===== src/rtl/mips_lsu_pkg.sv =====
// mips_lsu_pkg: shared encodings for the MIPS load/store unit.
package mips_lsu_pkg;

    // Default number of 32-bit words in the data memory
    localparam int unsigned DM_DEPTH_DEFAULT = 512;

    // Request size encodings
    localparam logic [1:0] SZ_BYTE    = 2'b00;
    localparam logic [1:0] SZ_HALF    = 2'b01;
    localparam logic [1:0] SZ_WORD    = 2'b10;
    localparam logic [1:0] SZ_ILLEGAL = 2'b11;

    // FSM state encodings
    localparam logic [1:0] ST_IDLE = 2'd0;
    localparam logic [1:0] ST_RD   = 2'd1;
    localparam logic [1:0] ST_WR   = 2'd2;
    localparam logic [1:0] ST_RESP = 2'd3;

    // Request fields captured at acceptance
    typedef struct packed {
        logic        we;
        logic [1:0]  size;
        logic        is_unsigned;
        logic [1:0]  offset;
        logic [31:0] wdata;
    } lsu_req_t;

    // Byte offset inside the word after forcing natural alignment
    function automatic logic [1:0] lane_offset(input logic [1:0] size,
                                               input logic [1:0] addr_lo);
        logic [1:0] off;
        case (size)
            SZ_BYTE: off = addr_lo;
            SZ_HALF: off = {addr_lo[1], 1'b0};
            default: off = 2'b00;
        endcase
        return off;
    endfunction

endpackage


===== src/rtl/mips_lsu_align.sv =====
// mips_lsu_align: big-endian lane extraction/extension for loads and
// lane merge for sub-word stores. Purely combinational.
module mips_lsu_align
    import mips_lsu_pkg::*;
(
    input  logic [31:0] rd_word,
    input  logic [1:0]  size,
    input  logic [1:0]  offset,
    input  logic        is_unsigned,
    input  logic [31:0] st_data,
    output logic [31:0] ld_data,
    output logic [31:0] st_word
);

    logic [7:0]  byte_sel;
    logic [15:0] half_sel;

    // Select the addressed byte/halfword and extend it for the load result
    always_comb begin
        byte_sel = '0;
        ld_data  = '0;
        case (offset)
            2'd0:    byte_sel = rd_word[31:24];
            2'd1:    byte_sel = rd_word[23:16];
            2'd2:    byte_sel = rd_word[15:8];
            default: byte_sel = rd_word[7:0];
        endcase
        half_sel = offset[1] ? rd_word[15:0] : rd_word[31:16];
        case (size)
            SZ_BYTE: ld_data = is_unsigned ? {24'd0, byte_sel}
                                           : {{24{byte_sel[7]}}, byte_sel};
            SZ_HALF: ld_data = is_unsigned ? {16'd0, half_sel}
                                           : {{16{half_sel[15]}}, half_sel};
            default: ld_data = rd_word;
        endcase
    end

    // Replace the addressed lane of the fetched word with the store data
    always_comb begin
        st_word = rd_word;
        case (size)
            SZ_BYTE: begin
                case (offset)
                    2'd0:    st_word[31:24] = st_data[7:0];
                    2'd1:    st_word[23:16] = st_data[7:0];
                    2'd2:    st_word[15:8]  = st_data[7:0];
                    default: st_word[7:0]   = st_data[7:0];
                endcase
            end
            SZ_HALF: begin
                if (offset[1]) st_word[15:0]  = st_data[15:0];
                else           st_word[31:16] = st_data[15:0];
            end
            default: st_word = st_data;
        endcase
    end

endmodule


===== src/rtl/mips_lsu.sv =====
// mips_lsu: load/store unit driving the word-addressed MIPS data memory.
// Sub-word stores are done as read-modify-write (memory has no byte enables).
// Optional macro LSU_MISALIGN_TRAP_EN: misaligned half/word requests return
// resp_err instead of being forced to alignment.
module mips_lsu
    import mips_lsu_pkg::*;
#(
    parameter int unsigned DM_DEPTH = DM_DEPTH_DEFAULT
) (
    input  logic        clock,
    input  logic        reset_n,
    input  logic        req_valid,
    output logic        req_ready,
    input  logic        req_we,
    input  logic [1:0]  req_size,
    input  logic        req_unsigned,
    input  logic [31:0] req_addr,
    input  logic [31:0] req_wdata,
    output logic        resp_valid,
    input  logic        resp_ready,
    output logic [31:0] resp_rdata,
    output logic        resp_err,
    output logic [31:0] dm_address,
    output logic [31:0] dm_write_data,
    output logic        dm_mem_write,
    output logic        dm_mem_read,
    input  logic [31:0] dm_read_data
);

    logic [1:0]  state;
    lsu_req_t    req_q;
    logic        misalign;
    logic        out_of_range;
    logic        req_error;
    logic [31:0] word_index;
    logic [31:0] ld_data;
    logic [31:0] st_word;

`ifdef LSU_MISALIGN_TRAP_EN
    assign misalign = ((req_size == SZ_HALF) && req_addr[0]) ||
                      ((req_size == SZ_WORD) && (req_addr[1:0] != 2'b00));
`else
    assign misalign = 1'b0;
`endif

    assign word_index   = {2'b00, req_addr[31:2]};
    assign out_of_range = (word_index >= DM_DEPTH);
    assign req_error    = (req_size == SZ_ILLEGAL) || out_of_range || misalign;

    mips_lsu_align u_align (
        .rd_word     (dm_read_data),
        .size        (req_q.size),
        .offset      (req_q.offset),
        .is_unsigned (req_q.is_unsigned),
        .st_data     (req_q.wdata),
        .ld_data     (ld_data),
        .st_word     (st_word)
    );

    // Request FSM; every output is a register updated here
    always_ff @(posedge clock) begin
        if (!reset_n) begin
            state         <= ST_IDLE;
            req_q         <= '0;
            req_ready     <= 1'b0;
            resp_valid    <= 1'b0;
            resp_err      <= 1'b0;
            resp_rdata    <= '0;
            dm_address    <= '0;
            dm_write_data <= '0;
            dm_mem_write  <= 1'b0;
            dm_mem_read   <= 1'b0;
        end else begin
            case (state)
                ST_IDLE: begin
                    req_ready <= 1'b1;
                    if (req_valid && req_ready) begin
                        req_ready         <= 1'b0;
                        req_q.we          <= req_we;
                        req_q.size        <= req_size;
                        req_q.is_unsigned <= req_unsigned;
                        req_q.offset      <= lane_offset(req_size, req_addr[1:0]);
                        req_q.wdata       <= req_wdata;
                        if (req_error) begin
                            state      <= ST_RESP;
                            resp_valid <= 1'b1;
                            resp_err   <= 1'b1;
                            resp_rdata <= '0;
                        end else if (!req_we || (req_size != SZ_WORD)) begin
                            state       <= ST_RD;
                            dm_address  <= word_index;
                            dm_mem_read <= 1'b1;
                        end else begin
                            state         <= ST_WR;
                            dm_address    <= word_index;
                            dm_write_data <= req_wdata;
                            dm_mem_write  <= 1'b1;
                        end
                    end
                end
                ST_RD: begin
                    // read data was captured by memory on the negedge of this cycle
                    dm_mem_read <= 1'b0;
                    if (req_q.we) begin
                        state         <= ST_WR;
                        dm_write_data <= st_word;
                        dm_mem_write  <= 1'b1;
                    end else begin
                        state      <= ST_RESP;
                        resp_valid <= 1'b1;
                        resp_err   <= 1'b0;
                        resp_rdata <= ld_data;
                    end
                end
                ST_WR: begin
                    dm_mem_write <= 1'b0;
                    state        <= ST_RESP;
                    resp_valid   <= 1'b1;
                    resp_err     <= 1'b0;
                    resp_rdata   <= '0;
                end
                ST_RESP: begin
                    if (resp_ready) begin
                        state      <= ST_IDLE;
                        req_ready  <= 1'b1;
                        resp_valid <= 1'b0;
                        resp_err   <= 1'b0;
                        resp_rdata <= '0;
                    end
                end
                default: state <= ST_IDLE;
            endcase
        end
    end

endmodule


===== config.mk =====
export PLATFORM = sky130hd
export DESIGN_NAME = mips_lsu
export DESIGN_NICKNAME = d
export VERILOG_FILES = /design/src/rtl/mips_lsu_pkg.sv /design/src/rtl/mips_lsu_align.sv /design/src/rtl/mips_lsu.sv
export SDC_FILE = /design/constraint.sdc
export NUM_CORES = 1
export LEC_CHECK = 0
export ABC_AREA = 0
export CAP_MARGIN = 10
export CORE_MARGIN = 4
export CORE_UTILIZATION = 56
export CTS_BUF_LIST = sky130_fd_sc_hd__clkbuf_8 sky130_fd_sc_hd__clkbuf_16
export DETAILED_ROUTE_END_ITERATION = 16
export DONT_BUFFER_PORTS = 1
export GPL_TIMING_DRIVEN = 0
export HOLD_SLACK_MARGIN = 0.06
export PLACE_DENSITY = 0.71
export SYNTH_ARGS = -nofsm -noshare
export SYNTH_HDL_FRONTEND = slang
export SYNTH_SLANG_ARGS = --single-unit
export TNS_END_PERCENT = 30

===== constraint.sdc =====
create_clock -name clock -period 2.7 [get_ports clock]
set_clock_uncertainty 0.05 [all_clocks]
set_input_delay 0.27 -clock clock [delete_from_list [all_inputs] [get_ports clock]]
set_output_delay 0.27 -clock clock [all_outputs]
set_load 0.05 [all_outputs]

# [After elaboration in Yosys (flattened, before gate mapping)]
# Cells that the tools add are included.
[word_totals] ff_bits=139 elab_cells=101 out_inout_bits=101
[op_classes] muxes=48 n_lt_le_gt_ge=1 reduce_logical=20 n_bitwise=1 n_eq_ne=17
[ops] cell="2-to-1 mux 32 bit" count=10
[ops] cell="one-hot mux 32 bit (2 select lines)" count=3
[ops] cell="one-hot mux 32 bit (4 select lines)" count=1
[ops] cell="2-to-1 mux 16 bit" count=3
[ops] cell="2-to-1 mux 8 bit" count=4
[ops] cell=">= comparator 30 x 10 -> 1 bit, second input constant" count=1
[ops] cell="one-hot mux 8 bit (3 select lines)" count=1
[ops] cell="inequality test 2 bit, second input constant" count=9
[ops] cell="2-to-1 mux 1 bit" count=15
[ops] cell="AND reduction 5 bit" count=2
[ops] cell="== test 2 x 1 -> 1 bit, second input constant" count=4
[ops] cell="== test 2 bit, second input constant" count=4
[ops] cell="logical NOT 2 bit" count=4
[ops] cell="2-to-1 mux 2 bit" count=4
[ops] cell="one-hot mux 1 bit (4 select lines)" count=2
[ops] cell="one-hot mux 2 bit (4 select lines)" count=1
[ops] cell="AND reduction 4 bit" count=2
[ops] cell="AND reduction 2 bit" count=3
[ops] cell="one-hot mux 1 bit (2 select lines)" count=2
[ops] cell="one-hot mux 2 bit (2 select lines)" count=1
[ops] cell="nonzero test 2 bit" count=2
[ops] cell="one-hot mux 1 bit (3 select lines)" count=1
[ops] cell="AND reduction 3 bit" count=1
[ops] cell="nonzero test 3 bit" count=1
[ops] cell="5 further kinds" count=6

# [Logic depth before layout (Yosys ltp)]
# Gate-level depths: netlist of run 1.
[depth] word_depth=6 depth_mapped=8 depth_no_buf=7

# [Hierarchy]
# A second synthesis of run 1 with hierarchy kept.
[unflattened] hier_cells=938 hier_area_um2=8100.3
[modules_own_cells] module="mips_lsu" area_each_um2=6357.3 n_inst=1 seq_area_each_um2=2782.7 cells_each=694
[modules_own_cells] module="mips_lsu_align" area_each_um2=1742.9 n_inst=1 seq_area_each_um2=0.0 cells_each=244

# [Worst setup path after synthesis of run 1]
# No wires, ideal clock.
[synth_path] path_kind="register to register" from="register req_ready" to="register resp_rdata[27]" n_path_buf=1 arrival_ps=1921 t_required_ps=2580 stages_incl_launch_ff=7 path_slack_ps=659 synth_period_minus_slack_ps=2041 path_cell_list="dfxtp_1 -> a21bo_2 -> nand3_1 -> a311o_1 -> o21bai_2 -> buf_4 -> o2bb2ai_1"
[synth_between] elab_chain_len=3
[synth_rtl] item="start, declared" line="mips_lsu.sv:13" source="output logic req_ready,"
[synth_rtl] item="start signal, assigned" line="mips_lsu.sv:65" source="req_ready <= 1'b0;"
[synth_rtl] item="start signal, assigned" line="mips_lsu.sv:76" source="req_ready <= 1'b1;"
[synth_rtl] item="start signal, assigned" line="mips_lsu.sv:78" source="req_ready <= 1'b0;"
[synth_rtl] item="logical AND 1 bit" line="mips_lsu.sv:77" source="if (req_valid && req_ready) begin"
[synth_rtl] item="inequality test 2 bit (no source line)"
[synth_rtl] item="AND reduction 4 bit (no source line)"
[synth_rtl] item="end signal, assigned" line="mips_lsu.sv:112" source="resp_rdata <= ld_data;"
[synth_rtl] item="end, declared" line="mips_lsu.sv:21" source="output logic [31:0] resp_rdata,"
# No other way between the ends.
# A chain may end at the register's enable or synchronous reset.

# [Worst setup path after layout of run 1]
[layout_path] from="register state[0]" to="register resp_rdata[10]"
[layout_between] elab_chain_len=3 word_cells_on_any_way=10 cone_classes="7 x eq/ne; 1 x mux; 2 x reduce/logical"
[layout_rtl] item="start, declared" line="mips_lsu.sv:30" source="logic [1:0] state;"
[layout_rtl] item="start signal, assigned" line="mips_lsu.sv:63" source="state <= ST_IDLE;"
[layout_rtl] item="start signal, assigned" line="mips_lsu.sv:85" source="state <= ST_RESP;"
[layout_rtl] item="start signal, assigned" line="mips_lsu.sv:90" source="state <= ST_RD;"
[layout_rtl] item="== test 2 x 1 -> 1 bit, or another cell as far along" line="mips_lsu.sv:74" source="case (state)"
[layout_rtl] item="inequality test 2 bit (no source line)"
[layout_rtl] item="AND reduction 4 bit (no source line)"
# Several ways; a longest one is shown, not always the timed one.

==> out/results.tsv, run 1 <==
stage	metric	value	unit
outcome	outcome	complete, no violations	
sta	crit share post-route	94.09	%
die	row cnt	39	
logic_synthesis	average cell area after synthesis	8.684	um^2
sta	minimum clock period	2540	ps
power	pwr dens	914.5	mW/mm^2
sta	setup violators final	0	
setup_path	Worst Setup End Kind	register	
setup_path	critical path required time	2940	ps
sta	Fin. Hold Viols	0	
setup_path	Worst R2R Setup Slack	160	ps
logic_synthesis	async set-reset flop share out of synthesis	0	%
global_route	antenna violations before repair	0	
clock_network	Clock Sinks	139	
clock_network	clk root buf	clkbuf_16	
die	core area	0.01142	mm^2
setup_path	CP arrival	2780	ps
setup_path	CP Cell Sequence	inv_1 > ha_1 > a21bo_2 > nand3_1 > a31oi_1 > nor2_1 > buf_2 > o2bb2ai_1	
placement	Placed Area	0.006730	mm^2
sta	max_slew headroom	45.18	%
die	Initial Utilization	57.34	%
logic_synthesis	Synth Register Bits	139	
logic_synthesis	most used flip-flop cell after synthesis	dfxtp_1	
placement	IO Port Bufs	0	
power	leakage	3.135	nW
final_layout	Nets	961	
clock_network	Max clock buf depth	2	
routing	via count	6488	
logic_synthesis	synthesized area	0.006548	mm^2
final_layout	final cell count without fillers	1009	
run	MaxCap Viol Count	0	
die	Chip Width	116.1	um
setup_path	reg2reg start	state[0]	
clock_network	Worst-path clk slew	70	ps
final_layout	diodes inserted	0	
die	die area	0.01349	mm^2
logic_synthesis	Synth top area share	42.50	%
global_route	largest net degree at the start of global routing	17	
clock_network	Post-CTS Resized	0	
logic_synthesis	Syn. warnings	0	
logic_synthesis	cell count after synthesis	754	
global_route	vias in the first global route	6437	
final_layout	share of layout cells above drive strength 1	7.852	%
routing	Total Wirelength	24.13	mm
sta	RSZ-0062 raised after global routing	false	
routing	wire per inst	23.92	um
placement	cell total after placement	898	
placement	Post-DP HPWL	17.16	mm
final_layout	Area Overhead vs Synth	23.91	%
clock_network	H-tree depth	4	
final_layout	final instance area	0.008113	mm^2
logic_synthesis	area leader, netlist	dfxtp_1	
worst_hold_path	worst hold path type	primary input to register	
logic_synthesis	largest cells by area after synthesis	dfxtp_1 (42%), mux2i_1 (10%), nand2_1 (7.5%)	
die	IO Pins	205	
placement	Routability Congestion	1.019	
power	VDD IR max	695.5	uV
routing	1st-iter DRT viols	866	
routing	routed vias/inst	6.430	
worst_hold_path	hold path startpoint	req_wdata[23]	
sta	actual slew at the worst max-slew pin	822.3	ps
logic_synthesis	EDFF count, synth	0	
setup_path	startpoint type of the worst setup path	register	
sta	fin. max-slew vios	0	
setup_path	cell family with most CP delay	compound AO/OA/AOI/OAI gates	
setup_path	Crit. Startpoint	state[0]	
routing	DR DRC count	0	
global_route	first-pass GRT wire length	36.37	mm
setup_path	slowest stage cell, crit path	a31oi_1	
die	Die Y-Extent	116.1	um
global_route	grt total ovfl	0	
setup_path	WS Path Type	register to register	
clock_network	CTS tree	built	
sta	Fin Setup TNS	0	ps
global_route	GRT Overall Usage	35.53	%
clock_network	CTS Buf Count	17	
sta	FMAX	393.6	MHz
routing	1st-pass router iterations	6	
setup_path	Crit Path Max Fanout	10	
logic_synthesis	synth unique cells	56	
logic_synthesis	sequential area share after synthesis	42.50	%
routing	ANT nets after route	0	
setup_path	buffer and inverter count on the worst path	2	
clock_network	worst-skew pair later-pin latency	430	ps
setup_path	Worst path max stage delay	570	ps
clock_network	Post-CTS Setup Bufs	0	
[stage by stage]
| step | util, % | hold WS (ps) | worst slack (ps) | power (W) |
|---|---|---|---|---|
| detailed placement | 58.94 | 362.9 | 250.8 | 0.004901 |
| floorplan | - | 356.0 | 658.9 | 0.004398 |
| global route | 71.05 | 69.55 | 69.87 | 0.007700 |
| CTS | 71.01 | 60.53 | 237.1 | 0.007346 |
| finish | 71.05 | 66.02 | 159.7 | 0.007419 |
| global placement | 58.94 | 358.5 | 265.6 | 0.004862 |
[sequential cells by signal, indices dropped and copies added, names as in the netlist]
register       flops
req_q             38
dm_address        30
resp_err           1
state              2
dm_mem_write       1
resp_valid         1
req_ready          1
dm_write_data     32
resp_rdata        32
dm_mem_read        1
[worst paths after layout]
check	to	cells past startpoint
min	dm_write_data[23]	4
max	resp_rdata[10]	8
max reg2reg	resp_rdata[10]	8
min reg2reg	req_q[23]	2
[final cells by class]
cell class	count	area [um^2]
Timing Repair Buffer	79	785.8
Sequential cell	139	2783
Inverter	30	112.6
Clock inverter	15	171.4
Buffer	64	316.6
Tap cell	143	178.9
Fill cell	915	3306
Clock buffer	17	425.4
Multi-Input combinational cell	522	3339
[metal layers]
metal  vias up  part of all wire [%]  track usage (%)
met5         -                     0                0
met4         0                   3.8            13.84
met3        91                    12            11.50
met2       485                    47            57.65
met1      3011                    37            44.05
li1       2901                     -                -
[repair_timing]
action	in CTS	in global routing
setup endpoints to repair	0	0
hold endpoints to repair	82	0
hold buffers	78	0
[layout by cell type, fill, tap and decap left out, drive strengths merged, types with 2 or more instances in the layout]
cell,netlist,final
a32oi,8,8
a311o,2,2
o221ai,9,9
o32a,2,2
o21ai,29,29
a211oi,2,2
conb,1,2
nand3b,2,2
nor4,8,8
nor3,19,19
and3,2,2
o211ai,16,16
and2,22,22
or2,2,2
nand3,4,4
mux2i,66,66
o32ai,8,8
dfxtp,139,139
a21oi,60,60
ha,4,4
a221oi,7,7
buf,22,22
nand2b,4,4
dlygate4sd3,0,78
nand4,10,10
clkinv,2,4
a21o,8,8
o2bb2ai,39,39
inv,28,39
clkbuf,42,60
a22o,7,7
nor2,30,30
nor2b,3,3
o22ai,7,7
o21bai,2,2
nand2,130,130
[kinds of logic (layout without fill, tap and decap cells)]
group	after synthesis	after routing	share of synthesized area (%)
flops	139	139	42.50
mux	66	66	10.09
fa+ha+maj	4	4	0.7644
compound gates	213	213	22.97
buf+inv	94	205	6.554
other cells	1	2	0.05727
simple gates	237	237	17.06
[power breakdown]
part	internal [W]	total (W)	switching (W)
sequential	0.00232	0.00320	0.000877
clock	0.00132	0.00238	0.00105
combinational	0.000683	0.00184	0.00116
total	0.00433	0.00742	0.00309
[Yosys cell counts, types with 2 or more instances]
library cell and n:
buf_1 3, ha_1 4, o32ai_1 8, a211oi_1 2
buf_2 9, dfxtp_1 139, buf_6 5, a21oi_1 59
o221ai_1 9, mux2i_1 66, clkinv_1 2, o2bb2ai_1 39
buf_4 4, nand2_1 130, a21o_1 8, a221oi_1 7
a32oi_1 8, a22o_1 7, nand2b_1 4, nor2b_1 3
nor3_2 2, o32a_1 2, clkbuf_1 41, nor4_4 2
and3_1 2, o211ai_1 16, o22ai_1 7, nand3_1 4
nor3_1 17, nor4_1 4, o21ai_0 28, nor4_2 2
inv_1 28, nor2_1 30, a311o_1 2, nand4_1 9
and2_1 22, nand3b_1 2
[tightest hold or removal path: stages]
cell	delay, ps
inv_1	30
o32ai_1	70
nand2_1	70
mux2i_1	60
No activity file was read; power rests on OpenSTA's default activity.
==> run 2: changes to the inputs <==
--- a/config.mk
+++ b/config.mk
@@ -15,7 +15,9 @@
 export GPL_TIMING_DRIVEN = 0
 export HOLD_SLACK_MARGIN = 0.06
 export PLACE_DENSITY = 0.71
+export RECOVER_POWER = 100
 export SYNTH_ARGS = -nofsm -noshare
 export SYNTH_HDL_FRONTEND = slang
+export SYNTH_HIERARCHICAL = 1
 export SYNTH_SLANG_ARGS = --single-unit
 export TNS_END_PERCENT = 30
==> run 2 against run 1 <==
- sequential share of layout area down 5.2 points
- register-to-register slack lost 40 ps
- critical path depth is 1 lower
- die area is 22% higher
- via count is 23% higher
- synthesized cell count rose by 24%
- cell count is 20% higher
- total power shrank 0.16%
- worst hold slack gained 0.71 ps
- wire length rose by 17%
- non-clock buffer count up 12
- sequential cell count stayed put
- largest power group unchanged
==> out/results.tsv, run 2 <==
stage	metric	value	unit
routing	Total Wirelength	28.23	mm
routing	ANT nets after route	0	
setup_path	WS Path Type	register to register	
die	IO Pins	205	
sta	Fin Setup TNS	0	ps
final_layout	commonest non-fill, non-tap cell in the layout	dfxtp_1	
power	VDD IR max	489.3	uV
placement	Routability Congestion	0.9626	
power	pwr dens	774.9	mW/mm^2
clock_network	worst-skew pair later-pin latency	430	ps
worst_hold_path	worst hold path type	primary input to register	
routing	1st-iter DRT viols	950	
final_layout	share of layout cells above drive strength 1	12.11	%
logic_synthesis	async set-reset flop share out of synthesis	0	%
clock_network	clk root buf	clkbuf_16	
setup_path	startpoint type of the worst setup path	register	
global_route	antenna violations before repair	0	
global_route	grt total ovfl	0	
clock_network	CTS Buf Count	17	
sta	Fin. Hold Viols	0	
logic_synthesis	most common cell in the netlist	dfxtp_1	
outcome	outcome	complete, no violations	
final_layout	Nets	1127	
sta	max_slew headroom	48.21	%
global_route	first-pass GRT wire length	43.13	mm
die	Initial Utilization	57.69	%
setup_path	Worst path max stage delay	570	ps
global_route	largest net degree at the start of global routing	17	
clock_network	H-tree depth	4	
placement	cell total after placement	1119	
die	Die Y-Extent	128.3	um
final_layout	final core occ	68.07	%
final_layout	Area Overhead vs Synth	18.01	%
routing	DR DRC count	0	
sta	RSZ-0062 raised after global routing	true	
sta	minimum clock period	2580	ps
logic_synthesis	synthesized area	0.008100	mm^2
logic_synthesis	synth unique cells	66	
die	row cnt	43	
power	sw frac	39.84	%
sta	setup violators final	0	
sta	Hold WS	66.73	ps
power	Flop pwr share	37.7	%
clock_network	CTS tree	built	
sta	FMAX	387.5	MHz
final_layout	final cell count without fillers	1212	
logic_synthesis	cell count after synthesis	938	
routing	routed vias/inst	6.585	
run	MaxCap Viol Count	0	
routing	wire per inst	23.29	um
worst_hold_path	hold path startpoint	dm_read_data[1]	
logic_synthesis	Syn. warnings	6	
final_layout	most frequent cells in the layout	dfxtp_1 (139), nand2_1 (136), dlygate4sd3_1 (61)	
placement	Post-DP HPWL	20.12	mm
routing	1st-pass router iterations	5	
clock_network	Post-CTS Setup Bufs	0	
die	Chip Width	128.3	um
logic_synthesis	most used flip-flop cell after synthesis	dfxtp_1	
setup_path	Worst Setup End Kind	register	
setup_path	critical path required time	2980	ps
final_layout	max FFs per register	38	
final_layout	most flop-heavy register	req_q	
global_route	vias in the first global route	7594	
logic_synthesis	EDFF count, synth	0	
power	cell-internal power	0.004456	W
global_route	GRT Overall Usage	33.66	%
sta	actual slew at the worst max-slew pin	771.7	ps
setup_path	Crit. Startpoint	req_q[32]	
setup_path	Crit Path Max Fanout	10	
setup_path	CP arrival	2860	ps
sta	fin. max-slew vios	0	
logic_synthesis	area leader, netlist	dfxtp_1	
die	core area	0.01404	mm^2
setup_path	reg2reg start	req_q[32]	
clock_network	Worst-path clk slew	60	ps
final_layout	diodes inserted	0	
power	Switch Pwr	0.002951	W
final_layout	top flop regs	req_q x38, dm_write_data x32, resp_rdata x32	
logic_synthesis	Post-synth top cells	dfxtp_1 (139), nand2_1 (137), clkbuf_1 (54)	
sta	Final WS setup	119.6	ps
logic_synthesis	largest cells by area after synthesis	dfxtp_1 (34%), nand2_1 (6.3%), a211oi_2 (4.6%)	
placement	IO Port Bufs	0	
power	leakage	3.406	nW
setup_path	CP Cell Sequence	buf_2 > clkbuf_1 > nor4b_1 > o21ai_0 > nand3_1 > dlygate4sd3_1 > a32o_1	
routing	via count	7981	
logic_synthesis	Synth Register Bits	139	
clock_network	Clock Sinks	139	
placement	pre-CTS WS	15.12	ps
clock_network	Max clock buf depth	2	
power	Clock Power Share	31.9	%
logic_synthesis	average cell area after synthesis	8.636	um^2
die	die area	0.01645	mm^2
sta	crit share post-route	95.57	%
logic_synthesis	sequential area share after synthesis	34.35	%
power	Gate power share	30.5	%
logic_synthesis	Synth top area share	34.35	%
setup_path	slowest stage cell, crit path	dlygate4sd3_1	
[run 2: changes by cell type in the layout (fill, tap and decap cells not counted), moves of 30 or more]
cell	before	now
o2bb2ai_1	39	0
nand2b_1	4	35
a211oi_2	0	30
a31oi_1	1	32
o21a_1	0	38
a21boi_0	0	49
nand3b_1	2	34
a32o_1	0	32
mux2i_1	66	35
[run 2: layout make-up]
class / count / area [um^2]
multi-input combinational: 694 / 4830
fill: 1185 / 4483
tap: 180 / 225.2
buffer: 94 / 476.7
timing repair buffer: 61 / 610.6
clock inverter: 15 / 163.9
inverter: 12 / 45.04
sequential: 139 / 2783
clock buffer: 17 / 425.4
[run 2: routing by layer]
layer | vias up | share of wire [%] | GRT usage [%]
li1 | 3645 | - | -
met1 | 3766 | 41 | 44.71
met2 | 488 | 44 | 51.15
met3 | 82 | 11 | 8.625
met4 | 0 | 3.9 | 15.61
met5 | - | 0 | 0
[run 2: worst max-delay path, delay by kind of cell, from the launching register on]
| kind | cells | cell delay, ps |
|---|---|---|
| buffers and inverters | 3 | 1310 |
| AOI/OAI and AO/OA | 2 | 430 |
| and+or+nand+nor | 2 | 210 |
| DFF | 1 | 480 |
[run 2: logic make-up after synthesis]
logic type | share of synthesized area, %
multiplexers | 5.993
adder cells (fa/ha/maj) | 0.6179
AND/OR/NAND/NOR | 21.12
flip-flops | 34.35
buffers and inverters | 6.410
AO/OA/AOI/OAI | 31.46
other | 0.04629
[run 2: repair_timing]
| item | in CTS | in global routing |
|---|---|---|
| setup endpoints to repair | 20 | 62 |
| endpoints found under the hold margin | 56 | 1 |
| hold buffers | 60 | 1 |
| gates resized for setup | 1 | 9 |
[run 2: power groups by stage]
stage               logic (W)  clock network, W  registers (W)
finish                0.00226           0.00236        0.00279
global placement      0.00205                 0        0.00283
detailed placement    0.00207                 0        0.00283
floorplan             0.00162                 0        0.00276
global route          0.00247           0.00248        0.00281
CTS                   0.00218           0.00237        0.00279
[run 2: final timing paths]
| check | slack (ps) | cells past startpoint | endpoint |
|---|---|---|---|
| max | 120 | 7 | resp_rdata[4] |
| min reg2reg | 410 | 2 | req_q[20] |
| min | 70 | 3 | resp_rdata[1] |
| max reg2reg | 120 | 7 | resp_rdata[4] |
[run 2: per-stage QoR]
step           cell area (um^2)  total power (W)
2_1_floorplan              8104         0.004377
6_report                   9559         0.007407
3_3_place_gp               8329         0.004876
3_5_place_dp               8329         0.004907
5_1_grt                    9559         0.007762
4_1_cts                    9528         0.007337
